## src/rtl/cmp_cal_seq.sv

```systemverilog
// cmp_cal_seq: calibrates comparator offsets one channel at a time.
// Each channel is cleared, given time to settle, and then measured over a
// window of CAL_SAMPLES cycles. A 1-LSB trim step is applied after each
// window until the ones count is close to half the window. The search also
// stops when the error changes sign or grows, or when a trim code saturates.
// Optional feature macro: CMP_CAL_SAT_FLAGS_EN adds the per-channel `sat`
// flag port.
module cmp_cal_seq #(
  parameter int N_CMP        = 8,
  parameter int TRIM_W       = 5,
  parameter int CAL_SAMPLES  = 250,
  parameter int ALLOWED_DIFF = 10,
  parameter int SETTLE       = 4
) (
  input  logic                      clk,
  input  logic                      rst,
  input  logic                      en,
  input  logic                      start,
  input  logic [N_CMP-1:0]          cmp_out,
  output logic [N_CMP*TRIM_W-1:0]   b_left,
  output logic [N_CMP*TRIM_W-1:0]   b_right,
  output logic                      busy,
`ifdef CMP_CAL_SAT_FLAGS_EN
  output logic [N_CMP-1:0]          sat,
`endif
  output logic                      done
);

  localparam int ONES_W = $clog2(CAL_SAMPLES + 1);
  localparam int CNT_W  = $clog2(CAL_SAMPLES + SETTLE + 1);
  localparam int CH_W   = (N_CMP > 1) ? $clog2(N_CMP) : 1;

  localparam logic signed [ONES_W:0] HALF_S      = (ONES_W+1)'(CAL_SAMPLES / 2);
  localparam logic [ONES_W:0]        TOL         = (ONES_W+1)'(ALLOWED_DIFF);
  localparam logic [CNT_W-1:0]       SETTLE_LAST = CNT_W'(SETTLE - 1);
  localparam logic [CNT_W-1:0]       MEAS_LAST   = CNT_W'(CAL_SAMPLES - 1);
  localparam logic [CH_W-1:0]        CH_LAST     = CH_W'(N_CMP - 1);
  localparam logic [TRIM_W-1:0]      TRIM_MAX    = '1;

  typedef enum logic [2:0] {
    ST_IDLE, ST_CLEAR, ST_SETTLE, ST_MEASURE, ST_EVAL, ST_NEXT, ST_DONE
  } state_t;

  typedef enum logic [1:0] {ACT_LOCK, ACT_UNDO, ACT_STEP} act_t;

  state_t                   state_q, state_d;
  logic [CH_W-1:0]          ch_q;
  logic [CNT_W-1:0]         cnt_q;
  logic [ONES_W-1:0]        ones_q;
  logic signed [ONES_W:0]   last_diff_q;
  logic                     first_q;
  logic                     last_left_q;
  logic                     last_inc_q;

  logic [TRIM_W-1:0]        cur_l, cur_r, step_code;
  logic signed [ONES_W:0]   diff;
  logic [ONES_W:0]          abs_diff, abs_last;
  logic                     step_left, step_inc, sat_hit;
  act_t                     act;

  // Decide the outcome of the window just measured for the current channel
  always_comb begin
    cur_l     = b_left[ch_q*TRIM_W +: TRIM_W];
    cur_r     = b_right[ch_q*TRIM_W +: TRIM_W];
    diff      = $signed({1'b0, ones_q}) - HALF_S;
    abs_diff  = diff[ONES_W] ? $unsigned(-diff) : $unsigned(diff);
    abs_last  = last_diff_q[ONES_W] ? $unsigned(-last_diff_q) : $unsigned(last_diff_q);
    step_left = (!diff[ONES_W] && cur_r == '0) || (diff[ONES_W] && cur_l != '0);
    step_inc  = (!diff[ONES_W] && cur_r == '0) || (diff[ONES_W] && cur_l == '0);
    step_code = step_left ? cur_l : cur_r;
    sat_hit   = step_inc && (step_code == TRIM_MAX);
    act       = ACT_STEP;
    if (abs_diff <= TOL)
      act = ACT_LOCK;
    else if (!first_q && abs_diff > abs_last)
      act = ACT_UNDO;
    else if (!first_q && (diff[ONES_W] != last_diff_q[ONES_W]))
      act = ACT_LOCK;
  end

  // Next-state selection and status outputs
  always_comb begin
    state_d = state_q;
    busy    = 1'b0;
    done    = 1'b0;
    case (state_q)
      ST_IDLE:    if (start) state_d = ST_CLEAR;
      ST_CLEAR:   state_d = ST_SETTLE;
      ST_SETTLE:  if (cnt_q == SETTLE_LAST) state_d = ST_MEASURE;
      ST_MEASURE: if (cnt_q == MEAS_LAST) state_d = ST_EVAL;
      ST_EVAL:    state_d = (act == ACT_STEP && !sat_hit) ? ST_SETTLE : ST_NEXT;
      ST_NEXT:    state_d = (ch_q == CH_LAST) ? ST_DONE : ST_CLEAR;
      ST_DONE:    if (start) state_d = ST_CLEAR;
      default:    state_d = ST_IDLE;
    endcase
    if (!en)
      state_d = ST_IDLE;
    busy = (state_q == ST_CLEAR) || (state_q == ST_SETTLE) || (state_q == ST_MEASURE) ||
           (state_q == ST_EVAL) || (state_q == ST_NEXT);
    done = (state_q == ST_DONE);
  end

  // State register plus channel, counter and trim datapath updates
  always_ff @(posedge clk or posedge rst) begin
    if (rst) begin
      state_q     <= ST_IDLE;
      ch_q        <= '0;
      cnt_q       <= '0;
      ones_q      <= '0;
      last_diff_q <= '0;
      first_q     <= 1'b1;
      last_left_q <= 1'b0;
      last_inc_q  <= 1'b0;
      b_left      <= '0;
      b_right     <= '0;
`ifdef CMP_CAL_SAT_FLAGS_EN
      sat         <= '0;
`endif
    end else begin
      state_q <= state_d;
      if (!en) begin
        cnt_q  <= '0;
        ones_q <= '0;
      end else begin
        case (state_q)
          ST_IDLE, ST_DONE: begin
            if (start) begin
              ch_q <= '0;
`ifdef CMP_CAL_SAT_FLAGS_EN
              sat  <= '0;
`endif
            end
          end
          ST_CLEAR: begin
            b_left[ch_q*TRIM_W +: TRIM_W]  <= '0;
            b_right[ch_q*TRIM_W +: TRIM_W] <= '0;
            first_q <= 1'b1;
            cnt_q   <= '0;
            ones_q  <= '0;
          end
          ST_SETTLE: begin
            cnt_q <= (cnt_q == SETTLE_LAST) ? '0 : cnt_q + 1'b1;
          end
          ST_MEASURE: begin
            ones_q <= ones_q + ONES_W'(cmp_out[ch_q]);
            cnt_q  <= (cnt_q == MEAS_LAST) ? '0 : cnt_q + 1'b1;
          end
          ST_EVAL: begin
            ones_q <= '0;
            cnt_q  <= '0;
            if (act == ACT_UNDO) begin
              if (last_left_q)
                b_left[ch_q*TRIM_W +: TRIM_W] <= last_inc_q ? cur_l - 1'b1 : cur_l + 1'b1;
              else
                b_right[ch_q*TRIM_W +: TRIM_W] <= last_inc_q ? cur_r - 1'b1 : cur_r + 1'b1;
            end else if (act == ACT_STEP) begin
              if (sat_hit) begin
`ifdef CMP_CAL_SAT_FLAGS_EN
                sat[ch_q] <= 1'b1;
`endif
              end else begin
                if (step_left)
                  b_left[ch_q*TRIM_W +: TRIM_W] <= step_inc ? cur_l + 1'b1 : cur_l - 1'b1;
                else
                  b_right[ch_q*TRIM_W +: TRIM_W] <= step_inc ? cur_r + 1'b1 : cur_r - 1'b1;
                last_diff_q <= diff;
                first_q     <= 1'b0;
                last_left_q <= step_left;
                last_inc_q  <= step_inc;
              end
            end
          end
          ST_NEXT: begin
            if (ch_q != CH_LAST)
              ch_q <= ch_q + 1'b1;
          end
          default: ;
        endcase
      end
    end
  end

endmodule

```

## config.mk

```make
export PLATFORM = sky130hd
export DESIGN_NAME = cmp_cal_seq
export DESIGN_NICKNAME = d
export VERILOG_FILES = /design/src/rtl/cmp_cal_seq.sv
export SDC_FILE = /design/constraint.sdc
export NUM_CORES = 1
export LEC_CHECK = 0
export ABC_AREA = 1
export BUFFER_PORTS_ARGS = -buffer_cell sky130_fd_sc_hd__buf_2
export CAP_MARGIN = 25
export CORE_ASPECT_RATIO = 1.1
export CORE_MARGIN = 2
export CORE_UTILIZATION = 35
export DETAILED_ROUTE_END_ITERATION = 8
export HOLD_SLACK_MARGIN = 0.08
export PLACE_DENSITY = 0.51
export SYNTH_ARGS = -nofsm -noshare
export SYNTH_HDL_FRONTEND = slang
export SYNTH_SLANG_ARGS = --single-unit
```

## constraint.sdc

```tcl
create_clock -name clk -period 7.23 [get_ports clk]
set_clock_uncertainty 0.1 [all_clocks]
set_input_delay 1.446 -clock clk [delete_from_list [all_inputs] [get_ports clk]]
set_output_delay 1.446 -clock clk [all_outputs]
set_load 0.03 [all_outputs]
```

Yosys cells after proc, flatten, opt, wreduce, memory -nomap -nowiden
Cells that the tools add are included.
- output and inout port bits: 82
- logic and storage cells: 145
- bits in registers: 114
- input bits: 12
- mux-type cells: 50
- $add $sub $neg: 11
- eq/ne operators: 30
- multipliers: 1
- shifts and indexed selects: 8
- order comparisons: 3
- bitwise gates (word level): 2
- reduce and logical (&&, ||, !) cells: 30
- operators by type and width (operator ; count):
    40-bit 2-to-1 mux ; 10
    40-bit bitwise mux ; 6
    40-bit case mux with 2 select lines ; 2
    5-bit by 34-bit indexed part select with 40-bit output ; 4
    40-bit by 7-bit indexed part select with 5-bit output ; 2
    5-bit by 34-bit variable shift with 40-bit output, first input constant ; 1
    5-bit by 34-bit indexed part select with 40-bit output, first input constant ; 1
    6-bit negation with 34-bit output ; 1
    8-bit 2-to-1 mux ; 4
    5-bit 2-to-1 mux ; 5
    3-bit 2-to-1 mux ; 8
    8-bit case mux with 3 select lines ; 1
    9-bit 2-to-1 mux ; 2
    9-bit negation ; 2
    3-bit case mux with 6 select lines ; 1
    8-bit case mux with 2 select lines ; 1
    3-bit by 2-bit inequality test with 1-bit output, second input constant ; 5
    3-bit inequality test, second input constant ; 5
    3-bit == test, second input constant ; 4
    6-bit AND reduction ; 2
    5-bit by 1-bit adder with 5-bit output, second input constant ; 2
    5-bit zero test ; 2
    5-bit AND reduction ; 2
    5-bit by 1-bit subtractor with 5-bit output, second input constant ; 2
    other kinds (35) ; 60

Longest topological paths before layout
Gate-level depths: netlist (run 1).
- word-level depth: 13
- mapped depth: 27
- depth with buffers taken out: 26

Worst setup path before layout (run 1)
Ideal clock, no wire load.
- path type: register to register
- start point: register ones_q[0]
- end point: register b_left[15]
- cell stages (with the launch flop): 23
- arrival: 3.088 ns
- data required time: 7.012 ns
- period minus slack after synthesis: 3.306 ns
- path buffers: 0
- setup slack: 3.924 ns
- library setup time: 0.118 ns
- path through: dfrtp_1 > inv_1 > ha_1 > xor2_1 > nand2_1 > nor2_1 > nor2_1 > xor2_1 > inv_1 > ha_1 > nand4_1 > o221ai_1 > nand4_1 > nand2_1 > nand2_1 > nand2_4 > nand3_4 > nand3_1 > inv_1 > nor2_2 > nand3_1 > nand2_1 > nand2_1
- elaborated cells on any way between the ends: 35
- those cells by class: 2 x add/sub; 2 x order compare; 8 x eq/ne; 1 x shift; 12 x mux; 10 x reduce/logical
- RTL lines (element ; RTL line ; RTL):
    start: declaration ; 49 ; logic [ONES_W-1:0] ones_q;
    start signal: assignment ; 145 ; ones_q <= ones_q + ONES_W'(cmp_out[ch_q]);
    8-bit by 7-bit subtractor with 9-bit output (*) ; 65 ; diff = $signed({1'b0, ones_q}) - HALF_S;
    9-bit negation ; 66 ; abs_diff = diff[ONES_W] ? $unsigned(-diff) : $unsigned(diff);
    9-bit 2-to-1 mux (*) ; 66 ;
    named net abs_diff[0] ; 57 ; logic [ONES_W:0] abs_diff, abs_last;
    9-bit > comparator ; 75 ; else if (!first_q && abs_diff > abs_last)
    1-bit logical AND ; 75 ;
    2-bit 2-to-1 mux ; 75 ;
    2-bit 2-to-1 mux (*) ; 73 ; if (abs_diff <= TOL)
    2-bit by 1-bit == test with 1-bit output / 2-bit == test (equally long branches) ; 151, 156 ;
    3-bit by 1-bit inequality test with 1-bit output (no line) (tied with other cells) ; n/a ;
    6-bit AND reduction (no line) / 40-bit case mux with 2 select lines (equally long branches) ; n/a ;
    end signal: indexed assignment ; 153 ; b_left[ch_q*TRIM_W +: TRIM_W] <= last_inc_q ? cur_l - 1'b1 : cur_l + 1'b1;
    end signal: indexed assignment ; 163 ; b_left[ch_q*TRIM_W +: TRIM_W] <= step_inc ? cur_l + 1'b1 : cur_l - 1'b1;
    end: declaration ; 20 ; output logic [N_CMP*TRIM_W-1:0] b_left,
The timed path passes the listed nets; every way through them passes the cells marked *. The select of a mux whose other input is x is not followed.
A chain may end at the register's enable or synchronous reset.

Worst setup path in the final report (run 1)
- start point: register ch_q[0]
- end point: register b_right[31]
- cells in the longest elaborated chain, start to end: 13
- elaborated cells on any way between the ends: 35
- those cells by class: 3 x add/sub; 1 x mul; 3 x eq/ne; 6 x shift; 12 x mux; 10 x reduce/logical
- RTL lines (element ; RTL line ; RTL):
    start: declaration ; 47 ; logic [CH_W-1:0] ch_q;
    start signal: assignment ; 175 ; ch_q <= ch_q + 1'b1;
    3-bit by 3-bit multiplier with 6-bit output (*) ; n/a ;
    branches (longest 12 deep; another with 5-bit by 1-bit subtractor with 5-bit output) ; n/a ;
    end signal: indexed assignment ; 155 ; b_right[ch_q*TRIM_W +: TRIM_W] <= last_inc_q ? cur_r - 1'b1 : cur_r + 1'b1;
    end signal: indexed assignment ; 165 ; b_right[ch_q*TRIM_W +: TRIM_W] <= step_inc ? cur_r + 1'b1 : cur_r - 1'b1;
    end: declaration ; 21 ; output logic [N_CMP*TRIM_W-1:0] b_right,
Mark *: on every way between the ends. The select of a mux whose other input is x is not followed.

==> results of run 1 <==
## stage by stage
stage	worst slack, ps	total power, uW
6_report	2160	2260
5_1_grt	1520	2410
4_1_cts	2220	2270
3_5_place_dp	2260	1410
3_3_place_gp	2230	1420
2_1_floorplan	2670	1260
## flip-flops by register name, summed over array words and instances (netlist names)
register and count:
b_left 40, b_right 40, last_diff_q 9, cnt_q 8, ones_q 8, ch_q 3, state_q 3, first_q 1
last_inc_q 1, last_left_q 1
## worst paths after layout
kind                             endpoint  slack (ps)  cells past startpoint
max                           b_right[31]        2160                     21
min                            b_left[17]         400                      2
max reg2reg                   b_right[31]        2160                     21
min reg2reg                    b_left[17]         400                      2
max in group asynchronous     b_right[35]        4690                      3
min in group asynchronous  last_diff_q[2]        1050                      2
## placed cells by master (no fill, tap or decap), types with 4 or more instances in the layout
cell                          n
sky130_fd_sc_hd__nand2_1    308
sky130_fd_sc_hd__o21a_1       8
sky130_fd_sc_hd__clkbuf_16   17
sky130_fd_sc_hd__dfrtp_1    112
sky130_fd_sc_hd__a21oi_1     19
sky130_fd_sc_hd__xnor2_1      6
sky130_fd_sc_hd__nand3_1    132
sky130_fd_sc_hd__o211ai_1     4
sky130_fd_sc_hd__o22ai_1     14
sky130_fd_sc_hd__ha_1        25
sky130_fd_sc_hd__o21ai_0     75
sky130_fd_sc_hd__clkinv_4     6
sky130_fd_sc_hd__nor2_1     130
sky130_fd_sc_hd__buf_4       10
sky130_fd_sc_hd__inv_2        6
sky130_fd_sc_hd__nor3_1      29
sky130_fd_sc_hd__buf_2       93
sky130_fd_sc_hd__nand4_1     14
sky130_fd_sc_hd__inv_1       96
sky130_fd_sc_hd__o21ai_1     22
sky130_fd_sc_hd__xor2_1      26
## routing by layer
metal / GRT usage (%) / vias to the layer above / wire length, um
li1: - / 3787 / -
met1: 30.2 / 3576 / 11800
met2: 34.6 / 160 / 11400
met3: 3.67 / 22 / 870
met4: 5.57 / 0 / 318
met5: 0 / - / 0
## power by group
group          total (uW)  leakage, uW  switching (uW)  internal, uW
Clock                 851     0.000276             342           509
Sequential            722      0.00158            47.2           675
Combinational         684      0.00292             478           207
## critical path, stage by stage, from the launching register on
cell and delay (ps):
sky130_fd_sc_hd__dfrtp_2 560, sky130_fd_sc_hd__inv_2 750, sky130_fd_sc_hd__o21ai_0 180, sky130_fd_sc_hd__o22ai_1 150, sky130_fd_sc_hd__inv_1 70, sky130_fd_sc_hd__o21ai_1 400, sky130_fd_sc_hd__inv_1 160, sky130_fd_sc_hd__ha_1 250
sky130_fd_sc_hd__nand2_1 90, sky130_fd_sc_hd__nor2_2 50, sky130_fd_sc_hd__nand3_1 150, sky130_fd_sc_hd__nand2_1 130, sky130_fd_sc_hd__nand2_1 170, sky130_fd_sc_hd__nand2_1 70, sky130_fd_sc_hd__nand3_1 110, sky130_fd_sc_hd__o21ai_1 70
sky130_fd_sc_hd__nand2_1 150, sky130_fd_sc_hd__nand3_2 100, sky130_fd_sc_hd__nor2_4 700, sky130_fd_sc_hd__nand2_1 310, sky130_fd_sc_hd__nand2_1 130, sky130_fd_sc_hd__nand2_1 60
## final cells by class
class / instances / area [um2]
clock buffers: 17 / 425
clock inverters: 14 / 158
fillers: 2328 / 12500
inverters: 104 / 393
multi-input cells: 849 / 4200
flip-flops and latches: 114 / 2860
well taps: 290 / 363
repair buffers: 103 / 541
## kinds of logic after synthesis
family / count (synthesis) / synth area share (%)
and+or+nand+nor: 637 / 35.7
AOI/OAI and AO/OA: 152 / 11.0
buffers and inverters: 149 / 8.08
DFF: 114 / 37.2
xor gates and xnor gates: 32 / 3.66
adders and majority gates: 25 / 4.08
muxes: 2 / 0.261
other: 1 / 0.0489
==> results.txt, run 1 <==
* Final design utilization: 41.7%
- The final max-slew violation count came to 0.
- Ports: 94
* Total negative setup slack: 0 ps
* Number of distinct standard cells referenced by the synthesized netlist: 46
- # hold bufs at CTS: 0
- The flow ran to the end, and the final reports show no timing, DRC or antenna violations.
* Dpl hpwl: 17.9 mm
- Number of global-route vias before repair: 7337
- Entering global routing, the biggest net connects 62 pins.
- The post-route netlist has ~14% of its cells at a drive strength greater than 1.
* Setup fix buffers added after clock tree synthesis: 0
* Placed cell count: 1460
- Post-route non-filler standard cell count: ~1500
- Initial Utilization: between 30 and 40%
- Global routing finished with a remaining overflow of 0.
- IR analysis of the VDD net gives a maximum drop of 182 uV.
* Power density over cell area: 253 mW/mm2
* Number of nets in the finished design: 1226
* Yosys warns: 0
* Commonest cells in the synthesized netlist: sky130_fd_sc_hd__nand2_1 (308), sky130_fd_sc_hd__nand3_1 (132), sky130_fd_sc_hd__nor2_1 (130)
* Endpoints failing hold: 0
- Tracing the worst setup path back leads to its startpoint at ch_q[0].
* Type of origin of the critical path: register
- Wire length per cell: between 15 and 20 um
- The die covers 0.0231 mm2.
* Worst slew slack as a fraction of its limit: 30.2%
* Buffer type at the clock tree root: sky130_fd_sc_hd__clkbuf_16
- The total area inside the core boundary comes to 0.0214 mm2.
* Routed Wire Length: 24.4 mm
- DRC violations left: 0
- Clock tree from TritonCTS: built
- For the pin with the worst max-slew slack, the measured transition is 1040 ps.
- Type of the tightest min-delay check: reg2reg
- The die is 145 um wide.
- Max cap viols: 0
* Mean instance size in the synthesized netlist: 6.89 um2
- After synthesis, the largest area contributor takes up a little under two fifths of total cell area.
* Cell type with the largest total area after synthesis: sky130_fd_sc_hd__dfrtp_1
* Worst Path Max Fanout: between 50 and 60
- The startpoint identified for the worst register-to-register timing path is ch_q[0].
* Total Routing Usage GR: 21.5%
- Once detail routing completed, the nets flagged for antenna violations numbered 0.
- The mapped netlist covers 0.00767 mm2.
* Fmax: 197 MHz
- Maximum count of clock buffers along a single path: 2
- The number of nets in the synthesized netlist is ~1100.
- CP Capture Type: register
- Setup repair after global routing left no endpoint under its margin.
- The H-tree was split into 4 levels.
- Area of all placed cells without fillers: 0.00893 mm2
- The number of antenna diodes in the final layout is 0.
- Clock input transition at the sequential cells of the worst setup and hold paths: roughly 60 ps
- Cells after synthesis: 1112
- The number of antenna violations at the first check in global routing was 0.
- Setup violations remaining at the end of the flow were counted as 0.
- Leakage power summed over all cells: 0.00477 uW
- FFs w/ async S/R, synth: 100%
- Synthesis-to-layout area growth: 16.5%
* Total of cells resized after clock tree synthesis: 0
- The first detailed-routing pass took 5 iterations.
- Number of enable flip-flop cells after synthesis: 0
* Most numerous cell in the Yosys netlist: sky130_fd_sc_hd__nand2_1
* Worst Hold Margin: 396 ps
- The first routing iteration left 568 violations.
- Site row count: 56
- Number of I/O port buffers: 93
- By area the synthesized netlist is led by sky130_fd_sc_hd__dfrtp_1 (37%), sky130_fd_sc_hd__nand2_1 (15%), sky130_fd_sc_hd__nand3_1 (8.6%), sky130_fd_sc_hd__nor2_1 (6.4%), sky130_fd_sc_hd__o21ai_0 (4.9%).
- Counting every sink on the clock net gives 114.
- Buffers inserted during clock tree synthesis total 17.
- For this run, the leading register cell type out of synthesis is sky130_fd_sc_hd__dfrtp_1.
* Synth Register Bits: ~110
- Die height: 159 um
* Hold_sp: b_left[17]
- Wire length of the first global-routing pass: 40.0 mm
- After detailed routing, the number of vias per cell comes to around 5.1.
- GPL Wtd Cong: 0.850
* Critical path type: reg2reg
* Required time of the worst setup path: 7440 ps
* Clock latency on the worst-skew pair: 430 ps
* Instance area after placement: 0.00835 mm2
- Share of synthesized area occupied by flip-flops and latches: 37.2%
* Post-route clock period utilization: a little over two thirds
- Subtracting the final worst setup slack from the clock period gives 5070 ps.
- Summing over every cut layer, the via total after detailed routing is 7545.
* Critical Path AT: 5280 ps
(Power assumes the default switching activity.)
==> inputs of run 2 (changes only) <==
==> constraint.sdc (replaced) <==
create_clock -name clk -period 4.85 [get_ports clk]
set_clock_uncertainty 0.1 [all_clocks]
set_input_delay 0.97 -clock clk [delete_from_list [all_inputs] [get_ports clk]]
set_output_delay 0.97 -clock clk [all_outputs]
set_load 0.03 [all_outputs]
==> results.txt, run 2 (synthesis results as in run 1) <==
* Outcome: complete, no violations (unchanged)
- The count of final setup violators was 0 (unchanged).
* Fin worst setup slack: 601 ps (was 2160 ps)
* Die width: 145 um (unchanged)
- Registers with the most flip-flops: b_left: 40 flops, b_right: 40 flops, last_diff_q: 9 flops (unchanged)
- The layout net count is 1237 (was 1226).
- Register area: 0.00286 mm2 (unchanged)
- Area of the die: 0.0231 mm2 (unchanged)
- The number of hold-repair buffers added at the cts stage is 0 (unchanged).
* CP Capture Type: register (unchanged)
- The final instance count without filler cells came to 1503 (was 1491).
- The final max-slew violation count is 0 (unchanged).
- The multi-input combinational cell area is 0.00422 mm2 (was 0.00420 mm2).
- Wire length per cell: 16.8 um (was 16.3 um)
- Diodes inserted: 0 (unchanged)
* Post-route clock period utilization: 87.6% (was 70.1%)
- The data arrival time of the critical path is 4460 ps (was 5280 ps).
- Core footprint: 0.0214 mm2 (unchanged)
- The effective utilization at floorplan came to 35.8% (unchanged).
* Initial drt markers: 685 (was 568)
- The largest stage delay on the critical path came to 480 ps (was 750 ps).
* Hold Crit Depth: 2 (unchanged)
- The most used cell along the critical path was sky130_fd_sc_hd__nand2_1 (unchanged).
- Initial antenna violation count: 0 (unchanged)
- Minimum clock period after layout: 4250 ps (was 5070 ps)
* Wire length of the first global-routing pass: 40.9 mm (was 40.0 mm)
- Routed vias/inst: 5.12 (was 5.06)
- Dpl hpwl: 18.7 mm (was 17.9 mm)
- Type of the tightest min-delay check: reg2reg (unchanged)
- The number of ports placed on the die boundary is 94 (unchanged).
- The kind of cell with the highest combined delay on the critical path is simple AND/OR/NAND/NOR gates (unchanged).
- Most used cells in the layout excluding fill and tap cells: sky130_fd_sc_hd__nand2_1 (308), sky130_fd_sc_hd__nand3_1 (132), sky130_fd_sc_hd__nor2_1 (130) (unchanged)
- Cell with the largest stage delay on the worst path: sky130_fd_sc_hd__dfrtp_1 (was sky130_fd_sc_hd__inv_2)
- The vertical die dimension was 159 um (unchanged).
- Via total after detailed routing: 7700 (was 7545)
- Number of global-route vias before repair: 7525 (was 7337)
- Critical path type: reg2reg (unchanged)
* Endpoints failing hold: 0 (unchanged)
- Type of origin of the critical path: register (unchanged)
- Setup fix buffers added after clock tree synthesis: 0 (unchanged)
- Routed Wire Length: 25.3 mm (was 24.4 mm)
* CP bufs+invs: 5 (was 3)
- The total number of placement rows is 56 (unchanged).
* Max cap viols: 0 (unchanged)
- The total negative slack for setup checks was 0 ps (unchanged).
* # clock sinks: 114 (unchanged)
- Number of nets with antenna violations after detailed routing: 0 (unchanged)
- Pin count of the biggest net entering global routing: 62 (unchanged)
* Total CTS buffers: 17 (unchanged)
- The share of the core filled with cells was 42.3% (was 41.7%).
- The depth of the worst register-to-register path is 25 (was 21).
- The most common cell after layout, fill and taps aside was sky130_fd_sc_hd__nand2_1 (unchanged).
- Buffer type at the clock tree root: sky130_fd_sc_hd__clkbuf_16 (unchanged)
* Worst slew slack as a fraction of its limit: 27.5% (was 30.2%)
- The source-to-sink clock delay at the later pin of the worst-skew pair is 430 ps (about the same).
- GPL Wtd Cong: 0.873 (was 0.850)
* Sum of overflow across all layers after global routing: 0 (unchanged)
- The cell area reported after detailed placement came to 0.00844 mm2 (was 0.00835 mm2).
* Worst Path Max Fanout: 48 (was 54)
* Area of all placed cells without fillers: 0.00906 mm2 (was 0.00893 mm2)
* DRC violations left: 0 (unchanged)
- Maximum count of clock buffers along a single path: 2 (unchanged)
- The transition at the pin with the smallest max-transition slack came to 1080 ps (was 1040 ps).
* Total of cells resized after clock tree synthesis: 0 (unchanged)
* H-tree depth: 4 (unchanged)
* Leakage power summed over all cells: 0.00484 uW (was 0.00477 uW)
- The cell count after placement came to 1470 (was 1460).
- Fraction of final layout cells sized beyond drive strength 1: 14.5% (was 13.6%)
- Synthesis-to-layout area growth: 18.2% (was 16.5%)
- First-pass DRT Iterations: 7 (was 5)
- Required time of the worst setup path: 5060 ps (was 7440 ps)
- Total Routing Usage GR: 22.2% (was 21.5%)
- RSZ-0062 raised after global routing: no (unchanged)
* Number of cells on the critical path: 25 (was 21)
- The power density over the cells was 377 mW/mm2 (was 253 mW/mm2).
- The maximum achievable frequency is 235 MHz (was 197 MHz).
- The count of buffers inserted at the top-level ports was 93 (unchanged).
- Peak supply drop: 306 uV (was 182 uV)
- Worst slack at placement: 385 ps (was 2260 ps)
- The CTS tree is built (unchanged).
* Clock input transition at the sequential cells of the worst setup and hold paths: 60 ps (about the same)
- Filler Cells Inserted: 2306 (was 2328)
[run 2: layout make-up]
class	instances	share of cell area (%)
multi-input combinational	850	46.5
sequential	114	31.5
timing repair buffer	113	7.07
clock buffer	17	4.69
inverter	104	4.33
tap	290	4.00
clock inverter	15	1.89
[run 2: metal layers]
metal	vias to the layer above	track usage, %	part of all wire [%]	wire length (um)
li1	3825	-	-	-
met1	3637	31.3	48	12300
met2	202	35.3	46	11500
met3	36	3.41	4.0	1020
met4	0	6.37	2.0	496
met5	-	0	0	0
[run 2: per-stage QoR]
step	hold slack [ps]	power, uW
finish	397	3420
global placement	384	2130
global route	412	3650
floorplan	375	1880
detailed placement	378	2120
CTS	396	3430
[run 2: final timing paths]
path / startpoint / to / slack, ps
hold / removal: b_right[5] / b_right[5] / 400
setup reg to reg: ones_q[0] / b_right[25] / 600
min in group asynchronous: rst / ones_q[7] / 590
max in group asynchronous: rst / b_right[34] / 3130
setup / recovery: ones_q[0] / b_right[25] / 600
hold reg to reg: b_right[5] / b_right[5] / 400
[run 2: power breakdown]
group | switching, uW | internal [uW] | leakage (uW)
sequential | 65.5 | 1010 | 0.00158
clock | 526 | 770 | 0.000285
combinational | 734 | 320 | 0.00297
[run 2: tightest hold or removal path, delay by kind of cell (launching register included)]
kind,cells,cell delay (ps)
simple gates,2,110
flops,1,350
